`src/rtl/ch_pkt_parser.sv`:
```
// rtl/ch_pkt_parser.sv - cluster-head announcement / heartbeat packet parser
// Optional own-ID filtering of announcements is enabled by defining SELF_FILTER_EN.
module ch_pkt_parser (
  input  logic        clk,
  input  logic        nrst,
  input  logic [15:0] node_ID,
  input  logic [15:0] in_data,
  input  logic        in_valid,
  output logic        in_ready,
  output logic [15:0] fCH_ID,
  output logic [15:0] fCH_Hops,
  output logic [15:0] fCH_QValue,
  output logic        en_KCH,
  output logic        HB_reset,
  output logic [7:0]  drop_cnt
);

  typedef enum logic [2:0] {
    S_IDLE    = 3'd0,
    S_CH_ID   = 3'd1,
    S_CH_HOPS = 3'd2,
    S_CH_QV   = 3'd3,
    S_EMIT    = 3'd4,
    S_SKIP    = 3'd5
  } state_t;

  state_t      r_state;
  state_t      w_next;
  logic [7:0]  r_skip_cnt;
  logic [15:0] r_ch_id;
  logic [15:0] r_ch_hops;
  logic [15:0] r_ch_qv;
  logic        r_en_kch;
  logic        r_hb_reset;
  logic [7:0]  r_drop_cnt;
  logic [15:0] r_fch_id;
  logic [15:0] r_fch_hops;
  logic [15:0] r_fch_qv;

  logic        w_accept;
  logic [3:0]  w_type;
  logic [7:0]  w_len;
  logic        w_is_ch;
  logic        w_is_hb;
  logic        w_filtered;
  logic        w_emit_ok;
  logic        w_drop_inc;
  logic        w_hb_set;
  logic        w_skip_load;
  logic [15:0] w_hops_inc;

  assign w_accept   = in_valid && in_ready;
  assign w_type     = in_data[15:12];
  // A zero length field still means the header occupies one word.
  assign w_len      = (in_data[7:0] == 8'd0) ? 8'd1 : in_data[7:0];
  assign w_is_ch    = (w_type == 4'h3);
  assign w_is_hb    = (w_type == 4'h1);
  assign w_hops_inc = (in_data == 16'hFFFF) ? 16'hFFFF : in_data + 16'd1;

`ifdef SELF_FILTER_EN
  assign w_filtered = (r_ch_id == node_ID);
`else
  assign w_filtered = 1'b0;
`endif

  // State register
  always_ff @(posedge clk) begin
    if (!nrst) r_state <= S_IDLE;
    else       r_state <= w_next;
  end

  // Next-state logic
  always_comb begin
    w_next = r_state;
    case (r_state)
      S_IDLE: begin
        if (w_accept) begin
          if (w_is_ch && w_len == 8'd4) w_next = S_CH_ID;
          else if (w_len > 8'd1)        w_next = S_SKIP;
          else                          w_next = S_IDLE;
        end
      end
      S_CH_ID:   if (w_accept) w_next = S_CH_HOPS;
      S_CH_HOPS: if (w_accept) w_next = S_CH_QV;
      S_CH_QV:   if (w_accept) w_next = S_EMIT;
      S_EMIT:    w_next = S_IDLE;
      S_SKIP:    if (w_accept && r_skip_cnt <= 8'd1) w_next = S_IDLE;
      default:   w_next = S_IDLE;
    endcase
  end

  // Output / control decode
  always_comb begin
    in_ready    = !nrst || (r_state != S_EMIT);
    w_hb_set    = 1'b0;
    w_skip_load = 1'b0;
    w_emit_ok   = 1'b0;
    w_drop_inc  = 1'b0;
    if (w_accept) begin
      case (r_state)
        S_IDLE: begin
          w_hb_set    = w_is_hb;
          w_skip_load = !(w_is_ch && w_len == 8'd4) && (w_len > 8'd1);
          w_drop_inc  = w_is_ch && (w_len != 8'd4);
        end
        S_CH_QV: begin
          w_emit_ok  = !w_filtered;
          w_drop_inc = w_filtered;
        end
        default: ;
      endcase
    end
  end

  // Announcement fields are published on the Q-value edge so they are valid
  // in the same EMIT cycle that raises en_KCH.
  always_ff @(posedge clk) begin
    if (!nrst) begin
      r_skip_cnt <= 8'd0;
      r_ch_id    <= 16'h0;
      r_ch_hops  <= 16'h0;
      r_ch_qv    <= 16'h0;
      r_en_kch   <= 1'b0;
      r_hb_reset <= 1'b0;
      r_drop_cnt <= 8'd0;
      r_fch_id   <= 16'h0;
      r_fch_hops <= 16'hFFFF;
      r_fch_qv   <= 16'h0;
    end else begin
      r_en_kch   <= w_emit_ok;
      r_hb_reset <= w_hb_set;
      if (w_skip_load)
        r_skip_cnt <= w_len - 8'd1;
      else if (r_state == S_SKIP && w_accept)
        r_skip_cnt <= r_skip_cnt - 8'd1;
      if (r_state == S_CH_ID && w_accept)   r_ch_id   <= in_data;
      if (r_state == S_CH_HOPS && w_accept) r_ch_hops <= w_hops_inc;
      if (r_state == S_CH_QV && w_accept)   r_ch_qv   <= in_data;
      if (w_drop_inc && r_drop_cnt != 8'hFF)
        r_drop_cnt <= r_drop_cnt + 8'd1;
      if (w_emit_ok) begin
        r_fch_id   <= r_ch_id;
        r_fch_hops <= r_ch_hops;
        r_fch_qv   <= in_data;
      end
    end
  end

  assign en_KCH     = r_en_kch;
  assign HB_reset   = r_hb_reset;
  assign drop_cnt   = r_drop_cnt;
  assign fCH_ID     = r_fch_id;
  assign fCH_Hops   = r_fch_hops;
  assign fCH_QValue = r_fch_qv;

endmodule
```
`config.mk`:
```
export PLATFORM = sky130hd
export DESIGN_NAME = ch_pkt_parser
export DESIGN_NICKNAME = d
export VERILOG_FILES = /design/src/rtl/ch_pkt_parser.sv
export SDC_FILE = /design/constraint.sdc
export NUM_CORES = 1
export LEC_CHECK = 0
export BUFFER_PORTS_ARGS = -buffer_cell sky130_fd_sc_hd__buf_2
export CAP_MARGIN = 40
export CORE_AREA = 2 2 126 128
export CTS_BUF_LIST = sky130_fd_sc_hd__clkbuf_16
export CTS_CLUSTER_SIZE = 14
export DETAILED_ROUTE_END_ITERATION = 8
export DIE_AREA = 0 0 128 130
export SLEW_MARGIN = 40
export SYNTH_ARGS = -nofsm -noshare
export SYNTH_HDL_FRONTEND = slang
export SYNTH_SLANG_ARGS = --single-unit
```
`constraint.sdc`:
```
create_clock -name clk -period 3.2 [get_ports clk]
set_input_delay 0.32 -clock clk [delete_from_list [all_inputs] [get_ports clk]]
set_output_delay 0.32 -clock clk [all_outputs]
set_load 0.05 [all_outputs]
```
After elaboration in Yosys (flattened, before gate mapping)
Cells that the tools add are included.
{ "word_totals": {"latch_bits": 0, "mem_bits_rw": 0, "in_bits": 35, "mem_count": 0, "output_inout_bits": 59, "romBits": 0, "word_cells": 67, "reg_bits": 101} }
{ "classes": {"order_cmp": 2, "mux": 18, "shift": 0, "n_addsub": 4, "div": 0, "mul": 0, "bitwise_logic": 0, "reduce_logical": 17, "n_eq_ne": 16} }
{ "op_table": {"columns": ["operator", "n"], "rows": [
  ["$mux W8", 3],
  ["$mux W3", 7],
  ["$add A16 B1 Y16 const B", 1],
  ["$eq A16 B16 Y1 const B", 1],
  ["$mux W16", 1],
  ["$sub A8 B1 Y8 const B", 2],
  ["$pmux W3 S5", 1],
  ["$ne A2 B2 Y1 const B", 5],
  ["$logic_and A1 B1 Y1", 9],
  ["$add A8 B1 Y8 const B", 1],
  ["$eq A8 B3 Y1 const B", 1],
  ["$gt A8 B1 Y1 const B", 1],
  ["$le A8 B1 Y1 const B", 1],
  ["$logic_not A8 Y1", 1],
  ["$ne A8 B3 Y1 const B", 1],
  ["$ne A8 B8 Y1 const B", 1],
  ["$eq A3 B2 Y1 const B", 2],
  ["$mux W1", 6],
  ["$reduce_and A5 Y1", 1],
  ["$eq A4 B1 Y1 const B", 1],
  ["$eq A4 B2 Y1 const B", 1],
  ["$eq A3 B1 Y1 const B", 1],
  ["$eq A3 B3 Y1 const B", 1],
  ["$logic_not A3 Y1", 1],
  ["5 further kinds", 6]
]} }

Logic depth before layout (Yosys ltp)
Gate-level depths: netlist of run 1.
{ "logic_depth": {"word_depth": 9, "depth_mapped": 11, "depth_no_buf": 10} }

Worst setup path before layout of run 1
Ideal clock, no wire load.
{ "synth_path": {"path_type": "input to register", "startpoint": "input port in_data[4]", "endpoint": "register r_skip_cnt[3]", "cell_stages": 11, "arrival_ns": 2.512, "required_ns": 3.080, "n_path_buf": 2, "path_slack_ns": 0.568, "setup_time_ns": 0.120, "cell_sequence": "clkbuf_1 nor4_2 nand3_1 nand2_1 ha_1 nand3b_1 o32ai_1 a21o_1 buf_2 nor2_1 o31a_1"} }
{ "synth_between": {"elab_chain_cells": 9, "elab_cells_between_ends": 12, "cone_classes": "1 x add/sub; 1 x order compare; 1 x eq/ne; 4 x mux; 5 x reduce/logical"} }
{ "synth_lines": {"columns": ["item", "line", "text"], "rows": [
  ["from (decl)", "7", "input logic [15:0] in_data,"],
  ["$logic_not A8 Y1", "55", "assign w_len = (in_data[7:0] == 8'd0) ? 8'd1 : in_data[7:0];"],
  ["$mux W8 *", "55", null],
  ["parallel branches: the longest is 7 deep, another holds $gt A8 B1 Y1", null, null],
  ["to (signal assigned)", "133", "r_skip_cnt <= w_len - 8'd1;"],
  ["to (signal assigned)", "135", "r_skip_cnt <= r_skip_cnt - 8'd1;"],
  ["to (decl)", "29", "logic [7:0] r_skip_cnt;"]
]} }
Every way passes the cells marked *.
A chain may end at the register's enable or synchronous reset.

Final worst setup path of run 1
{ "layout_path": {"startpoint": "input port in_data[2]", "endpoint": "register r_skip_cnt[3]"} }
The elaborated chain is that of the path after synthesis.

==> results.sh, run 1 <==
export IMPL_tns_ns=0
export IMPL_finalClockSkew_ns=0.00668
export IMPL_nets=663
export IMPL_power_density_nw_per_um2=522
export IMPL_pwr_share_seq=0.477
export IMPL_vias=3891
export IMPL_hold_class="in -> reg"
export IMPL_synth_area_leaders="dfxtp_1 45%, nand2_1 12%, a21boi_0 8.0%, nand3_1 2.9%, clkbuf_1 2.6%"
export IMPL_maxCapViolations=0
export IMPL_antenna_left=0
export IMPL_finalHoldViolCount=0
export IMPL_viasPerCell=4.76
export IMPL_wl_per_cell_um=14.5
export IMPL_p_clk_frac=0.408
export IMPL_gp_congestion=0.851
export IMPL_async_reset_ff_frac=0
export IMPL_first_pass_iters=4
export IMPL_postSynthAreaPerCell_um2=8.13
export IMPL_dpl_hpwl_um=8130
export IMPL_post_cts_buffers=0
export IMPL_crit_path_end_kind="register"
export IMPL_yosysMostFrequentCell="nand2_1"
export IMPL_grt_pass1_vias=3664
export IMPL_io_buffers=77
export IMPL_leakagePower_nw=2.18
export IMPL_place_area_um2=5110
export IMPL_yosys_area_top_type="dfxtp_1"
export IMPL_rsz0062_at_grt="no"
export IMPL_crit_arrival_ns=2.63
export IMPL_slew_headroom=0.572
export IMPL_ctsResizeCount=0
export IMPL_syn_area_um2=4530
export IMPL_die_h_um=130
export IMPL_max_freq_mhz=418
export IMPL_hold_start="in_data[14]"
export IMPL_p_switching_mw=0.727
export IMPL_crit_path_start_kind="input port"
export IMPL_dp_cells=801
export IMPL_finalSetupViolations=0
export IMPL_grt_max_degree=57
export IMPL_status="complete, no violations"
export IMPL_yosysSeqAreaShare=0.446
export IMPL_die_area_um2=16600
export IMPL_yosysWarnings=0
export IMPL_antennaDiodeCount=0
export IMPL_rows=46
export IMPL_ios=94
export IMPL_reg2reg_from="r_state[2]$_SDFFE_PN0P_"
export IMPL_cts_buffers=9
export IMPL_fp_dieW_um=128
export IMPL_core_region_area_um2=15400
export IMPL_max_vdd_ir_drop_mv=0.242
export IMPL_htree_levels=3
export IMPL_grt_usage=0.150
export IMPL_whs_ns=0.284
export IMPL_synth_top_area_share=0.446
export IMPL_fin_crit_ns=2.39
export IMPL_startpoint="in_data[2]"
export IMPL_reg2regPathDepth=5
export IMPL_ctsRootBufferMaster="clkbuf_16"
export IMPL_holdBufCountCts=0
export IMPL_drc_errors=0
export IMPL_clock_latency_ns=0.35
export IMPL_worst_pin_slew_ns=0.641
export IMPL_grt_pass1_wl_um=19600
export IMPL_synth_common_cells="149 x nand2_1, 101 x dfxtp_1, 48 x a21boi_0"
export IMPL_area_growth_pct=19.8
export IMPL_cts_sinks=101
export IMPL_p_int_mw=2.11
export IMPL_cts_reportedPaths_clkPinSlew_ns=0.07
export IMPL_synth_seq_cells=101
export IMPL_power_frac_comb=0.115
export IMPL_design_area_um2=5430
export IMPL_antenna_found_initial=0
export IMPL_synthFlopType="dfxtp_1"
export IMPL_worstPathMaxFanout=13
export IMPL_reg2reg_slack_ns=0.92
export IMPL_period_share=0.747
export IMPL_drt_iter0_drc=247
export IMPL_grt_overflow_total=0
export IMPL_ys_types=47
export IMPL_postSynthCellCount=557
export IMPL_drt_total_wl_um=11800
export IMPL_cp_required_ns=3.44
export IMPL_holdPathEnd="r_ch_id[14]$_SDFFE_PN0P_"
export IMPL_sw_frac_of_total=0.257
export IMPL_synth_edff_count=0
export IMPL_hold_depth=3
export IMPL_reg2reg_to="drop_cnt[7]$_SDFFE_PN0P_"
export IMPL_critical_path_class="in -> reg"
export IMPL_cts_tree="built"
export IMPL_initial_core_util=0.294
export IMPL_final_layout_size_suffix_gt1_frac=0.181
export IMPL_syn_nets=600
export IMPL_cts_buffer_depth=2
export IMPL_stdcell_count=817
export IMPL_slew_violations=0
[worst max path at each step]
stage	slack, ns	end
6_report	0.81	r_skip_cnt[3]$_SDFFE_PN0P_
2_1_floorplan	0.57	r_skip_cnt[3]$_SDFFE_PN0P_
5_1_grt	0.57	drop_cnt[7]$_SDFFE_PN0P_
4_1_cts	0.84	r_skip_cnt[3]$_SDFFE_PN0P_
3_3_place_gp	0.51	r_skip_cnt[3]$_SDFFE_PN0P_
3_5_place_dp	0.46	r_skip_cnt[3]$_SDFFE_PN0P_
[power by group through the flow]
stage               registers [mW]  logic [mW]  clock network (mW)
floorplan                     1.38       0.230                   0
global placement              1.38       0.326                   0
detailed placement            1.38       0.327                   0
CTS                           1.35       0.328                1.20
global route                  1.36       0.367                1.25
finish                        1.35       0.327                1.16
[routing by layer]
| layer | wire, um | vias to the layer above | GRT usage |
|---|---|---|---|
| met5 | 0 | - | 0 |
| met4 | 224 | 0 | 0.0614 |
| met3 | 643 | 12 | 0.0394 |
| met2 | 5080 | 85 | 0.225 |
| met1 | 5890 | 1778 | 0.206 |
| li1 | - | 2016 | - |
[metrics by stage]
| stage | utilization | power (mW) | worst slack, ns |
|---|---|---|---|
| floorplan | - | 1.61 | 0.568 |
| global placement | 0.332 | 1.70 | 0.512 |
| detailed placement | 0.332 | 1.71 | 0.459 |
| CTS | 0.352 | 2.88 | 0.838 |
| global route | 0.352 | 2.98 | 0.572 |
| finish | 0.352 | 2.83 | 0.808 |
[flip-flops by register name (all words and copies together), names as in the netlist]
name and flops:
fCH_ID 16, r_ch_hops 16, drop_cnt 8, fCH_QValue 16, r_skip_cnt 8, fCH_Hops 16, r_ch_id 16, en_KCH 1
r_state 3, HB_reset 1
[critical path, cell delays in order]
cell      delay (ns)
buf_2           0.27
nor2_1          0.16
a31oi_1         0.37
ha_1            0.22
nand3b_1        0.10
o32ai_1         0.42
a21o_1          0.38
nor2_1          0.09
o31a_1          0.29
[cells by family (layout without fill, tap and decap cells)]
logic type	Yosys count	count (layout)	share of synthesized area
fa+ha+maj	8	8	0.0221
buf+inv	46	114	0.0389
simple gates	264	264	0.277
mux	6	6	0.0133
flops	101	101	0.446
compound gates	111	111	0.162
xor+xnor	21	21	0.0406
[layout make-up]
type / instances / area, um^2
clock buffers: 9 / 225
clock inverters: 7 / 88.8
fillers: 1618 / 10000
inverters: 9 / 33.8
multi-input cells: 410 / 2340
flip-flops and latches: 101 / 2020
well taps: 192 / 240
repair buffers: 89 / 475
[cells in the final DEF (no fill, tap or decap), types with 6 or more instances in the layout]
cell type,synthesis,routed
inv_1,9,10
xor2_1,12,12
xnor2_1,9,9
nand2_1,149,149
o21ai_0,21,21
ha_1,8,8
nand4_1,7,7
nor2_1,20,20
clkbuf_16,0,9
nor3_1,10,9
buf_4,0,12
nand3_1,26,25
mux2i_1,6,6
dfxtp_1,101,101
a21oi_1,22,22
buf_2,3,77
nand2b_1,9,9
and3_1,7,7
a21boi_0,48,48
(Power assumes the default switching activity.)
==> run 2: changes to the inputs <==
--- a/config.mk
+++ b/config.mk
@@ -5,6 +5,7 @@
 export SDC_FILE = /design/constraint.sdc
 export NUM_CORES = 1
 export LEC_CHECK = 0
+export ABC_AREA = 1
 export BUFFER_PORTS_ARGS = -buffer_cell sky130_fd_sc_hd__buf_2
 export CAP_MARGIN = 40
 export CORE_AREA = 2 2 126 128
==> constraint.sdc (replaced) <==
create_clock -name clk -period 2.1 [get_ports clk]
set_input_delay 0.21 -clock clk [delete_from_list [all_inputs] [get_ports clk]]
set_output_delay 0.21 -clock clk [all_outputs]
set_load 0.05 [all_outputs]
==> run 2 against run 1 <==
  * Final cell count increased by 11%
  * Synthesized cell count grew 11%
  * Clock skew decreased by 0.00054 ns
  * Core utilization is 0.82 points higher
  * Setup slack worse by 0.41 ns
  * Wire length increased by 3.0%
  * Clock-buffer cell count stayed put
  * Clock power grew 55%
  * First-iteration DRC count is 23% lower
  * Flip-flop and latch count unchanged
  * Largest cell class unchanged
  * Highest routed layer unchanged
==> results.sh, run 2 <==
export IMPL_nets=749
export IMPL_synth_top_area_share=0.448
export IMPL_critPathSlowestCell="ha_1"
export IMPL_initial_core_util=0.293
export IMPL_async_reset_ff_frac=0
export IMPL_htree_levels=3
export IMPL_synthFlopType="dfxtp_1"
export IMPL_worst_pin_slew_ns=0.412
export IMPL_core_region_area_um2=15400
export IMPL_drt_total_wl_um=12200
export IMPL_sw_frac_of_total=0.277
export IMPL_cp_cell_sequence="buf_2, inv_1, ha_1, nand2_1, o21ai_0, buf_4, ha_1, nand3_1, nor2_1, nor3_2, buf_4, nand2_2, inv_2, nand2_1, a21oi_1"
export IMPL_drt_iter0_drc=190
export IMPL_pwr_share_seq=0.453
export IMPL_power_mw=4.54
export IMPL_viasPerCell=4.61
export IMPL_yosysWarnings=0
export IMPL_cp_num_buf_inv=5
export IMPL_grt_usage=0.152
export IMPL_power_density_nw_per_um2=818
export IMPL_fillers=1686
export IMPL_syn_area_um2=4520
export IMPL_ios=94
export IMPL_vias=4163
export IMPL_pre_cts_ws_ns=0.0336
export IMPL_first_pass_iters=4
export IMPL_fp_dieW_um=128
export IMPL_die_h_um=130
export IMPL_gp_congestion=0.904
export IMPL_p_switching_mw=1.26
export IMPL_max_freq_mhz=589
export IMPL_fin_ws_ns=0.401
export IMPL_power_frac_comb=0.150
export IMPL_fin_crit_ns=1.70
export IMPL_clock_latency_ns=0.35
export IMPL_critical_path_class="in -> reg"
export IMPL_synth_area_leaders="dfxtp_1 45%, nand2_1 11%, a21oi_1 8.1%, nor2_1 6.1%, nand3_1 5.1%"
export IMPL_period_share=0.809
export IMPL_final_cell_mix="131 x nand2_1, 101 x dfxtp_1, 77 x buf_2"
export IMPL_antenna_found_initial=0
export IMPL_post_cts_buffers=0
export IMPL_die_area_um2=16600
export IMPL_slew_violations=0
export IMPL_leakagePower_nw=2.51
export IMPL_ctsResizeCount=0
export IMPL_yosysSeqAreaShare=0.448
export IMPL_dpl_hpwl_um=8860
export IMPL_maxCapViolations=0
export IMPL_worstPathMaxFanout=10
export IMPL_status="complete, no violations"
export IMPL_dp_cells=887
export IMPL_postSynthCellCount=617
export IMPL_yosys_area_top_type="dfxtp_1"
export IMPL_cts_reportedPaths_clkPinSlew_ns=0.07
export IMPL_crit_path_end_kind="register"
export IMPL_hold_class="in -> reg"
export IMPL_grt_pass1_wl_um=19400
export IMPL_slowest_delay_ns=0.19
export IMPL_critPathTopFamily="buffers and inverters"
export IMPL_finalSetupViolations=0
export IMPL_holdBufCountCts=0
export IMPL_cts_buffers=9
export IMPL_synth_common_cells="131 x nand2_1, 101 x dfxtp_1, 73 x a21oi_1, 73 x nor2_1, 46 x nand3_1"
export IMPL_yosysMostFrequentCell="nand2_1"
export IMPL_crit_arrival_ns=1.98
export IMPL_finalClockSkew_ns=0.00614
export IMPL_p_clk_frac=0.397
export IMPL_area_growth_pct=23.0
export IMPL_grt_overflow_total=0
export IMPL_rows=46
export IMPL_tns_ns=0
export IMPL_p_int_mw=3.28
export IMPL_postSynthAreaPerCell_um2=7.32
export IMPL_synth_edff_count=0
export IMPL_ctsRootBufferMaster="clkbuf_16"
export IMPL_synth_seq_cells=101
export IMPL_grt_max_degree=40
export IMPL_wl_per_cell_um=13.5
export IMPL_cts_sinks=101
export IMPL_finalHoldViolCount=0
export IMPL_drc_errors=0
export IMPL_rsz0062_at_grt="no"
export IMPL_final_layout_size_suffix_gt1_frac=0.208
export IMPL_ys_types=34
export IMPL_syn_nets=660
export IMPL_stdcell_count=903
export IMPL_crit_path_start_kind="input port"
export IMPL_antenna_left=0
export IMPL_cts_buffer_depth=2
export IMPL_max_vdd_ir_drop_mv=0.453
export IMPL_io_buffers=77
export IMPL_grt_pass1_vias=3759
export IMPL_cts_tree="built"
export IMPL_final_common_cell="nand2_1"
export IMPL_slew_headroom=0.724
export IMPL_cp_required_ns=2.38
run 2: cell types whose count changed after synthesis, moves of 6 or more:
cell / previous run / this run
buf_4: 0 / 6
a21boi_0: 48 / 0
nor2_1: 20 / 73
nand3_1: 26 / 46
nand2b_1: 9 / 0
and3_1: 7 / 0
clkbuf_1: 31 / 10
a21oi_1: 22 / 73
nand2_1: 149 / 131
inv_1: 9 / 43
mux2i_1: 6 / 0
inv_2: 0 / 6
buf_2: 3 / 9
o21ai_1: 0 / 20
run 2: layout make-up:
class / instances / area [um^2] / area share
antenna: 1 / 2.50 / 0.000451
clock buffer: 9 / 225 / 0.0405
clock inverter: 6 / 92.6 / 0.0167
inverter: 53 / 206 / 0.0372
multi-input combinational: 438 / 2160 / 0.389
sequential: 101 / 2020 / 0.364
tap: 192 / 240 / 0.0433
timing repair buffer: 103 / 606 / 0.109
run 2: worst register-to-register path: cells and delay by family, from the launching register on:
| kind | cells | cell delay, ns |
|---|---|---|
| simple gates | 2 | 0.33 |
| buf+inv | 3 | 0.61 |
| flops | 1 | 0.46 |
| compound gates | 2 | 0.22 |
run 2: logic make-up after synthesis:
kind of cell               synth area share
and+or+nand+nor                       0.282
xor gates and xnor gates             0.0330
buffers and inverters                0.0740
DFF                                   0.448
adders and majority gates            0.0222
AOI/OAI and AO/OA                     0.141
run 2: per-layer routing:
layer  GRT usage  up-vias  share of wire
li1            -     2180              -
met1       0.207     1881           0.50
met2       0.234       90           0.44
met3      0.0291       12          0.043
met4      0.0711        0          0.020
met5           0        -              0
run 2: power by group through the flow:
stage | Combinational [mW] | Clock [mW] | Sequential [mW]
after global placement | 0.677 | 0 | 2.10
after detailed placement | 0.680 | 0 | 2.10
after floorplan | 0.449 | 0 | 2.13
after global routing | 0.767 | 1.93 | 2.07
after CTS | 0.684 | 1.85 | 2.06
final | 0.683 | 1.80 | 2.06
run 2: final timing paths:
kind	startpoint	endpoint	slack [ns]	depth (start not counted)
setup / recovery	in_data[0]	drop_cnt[2]$_SDFFE_PN0P_	0.40	15
setup reg to reg	r_state[1]$_SDFFE_PN0P_	fCH_ID[10]$_SDFFE_PN0P_	0.42	7
hold reg to reg	r_ch_id[2]$_SDFFE_PN0P_	r_ch_id[2]$_SDFFE_PN0P_	0.45	2
hold / removal	in_data[13]	HB_reset$_SDFF_PN0_	0.10	2
run 2: metrics by stage:
stage,util,hold WS [ns],cell area (um^2)
after global routing,0.360,0.107,5550
after detailed placement,0.339,0.441,5230
final,0.360,0.102,5550
after global placement,0.339,0.438,5230
after CTS,0.360,0.0821,5550
after floorplan,-,0.287,4520
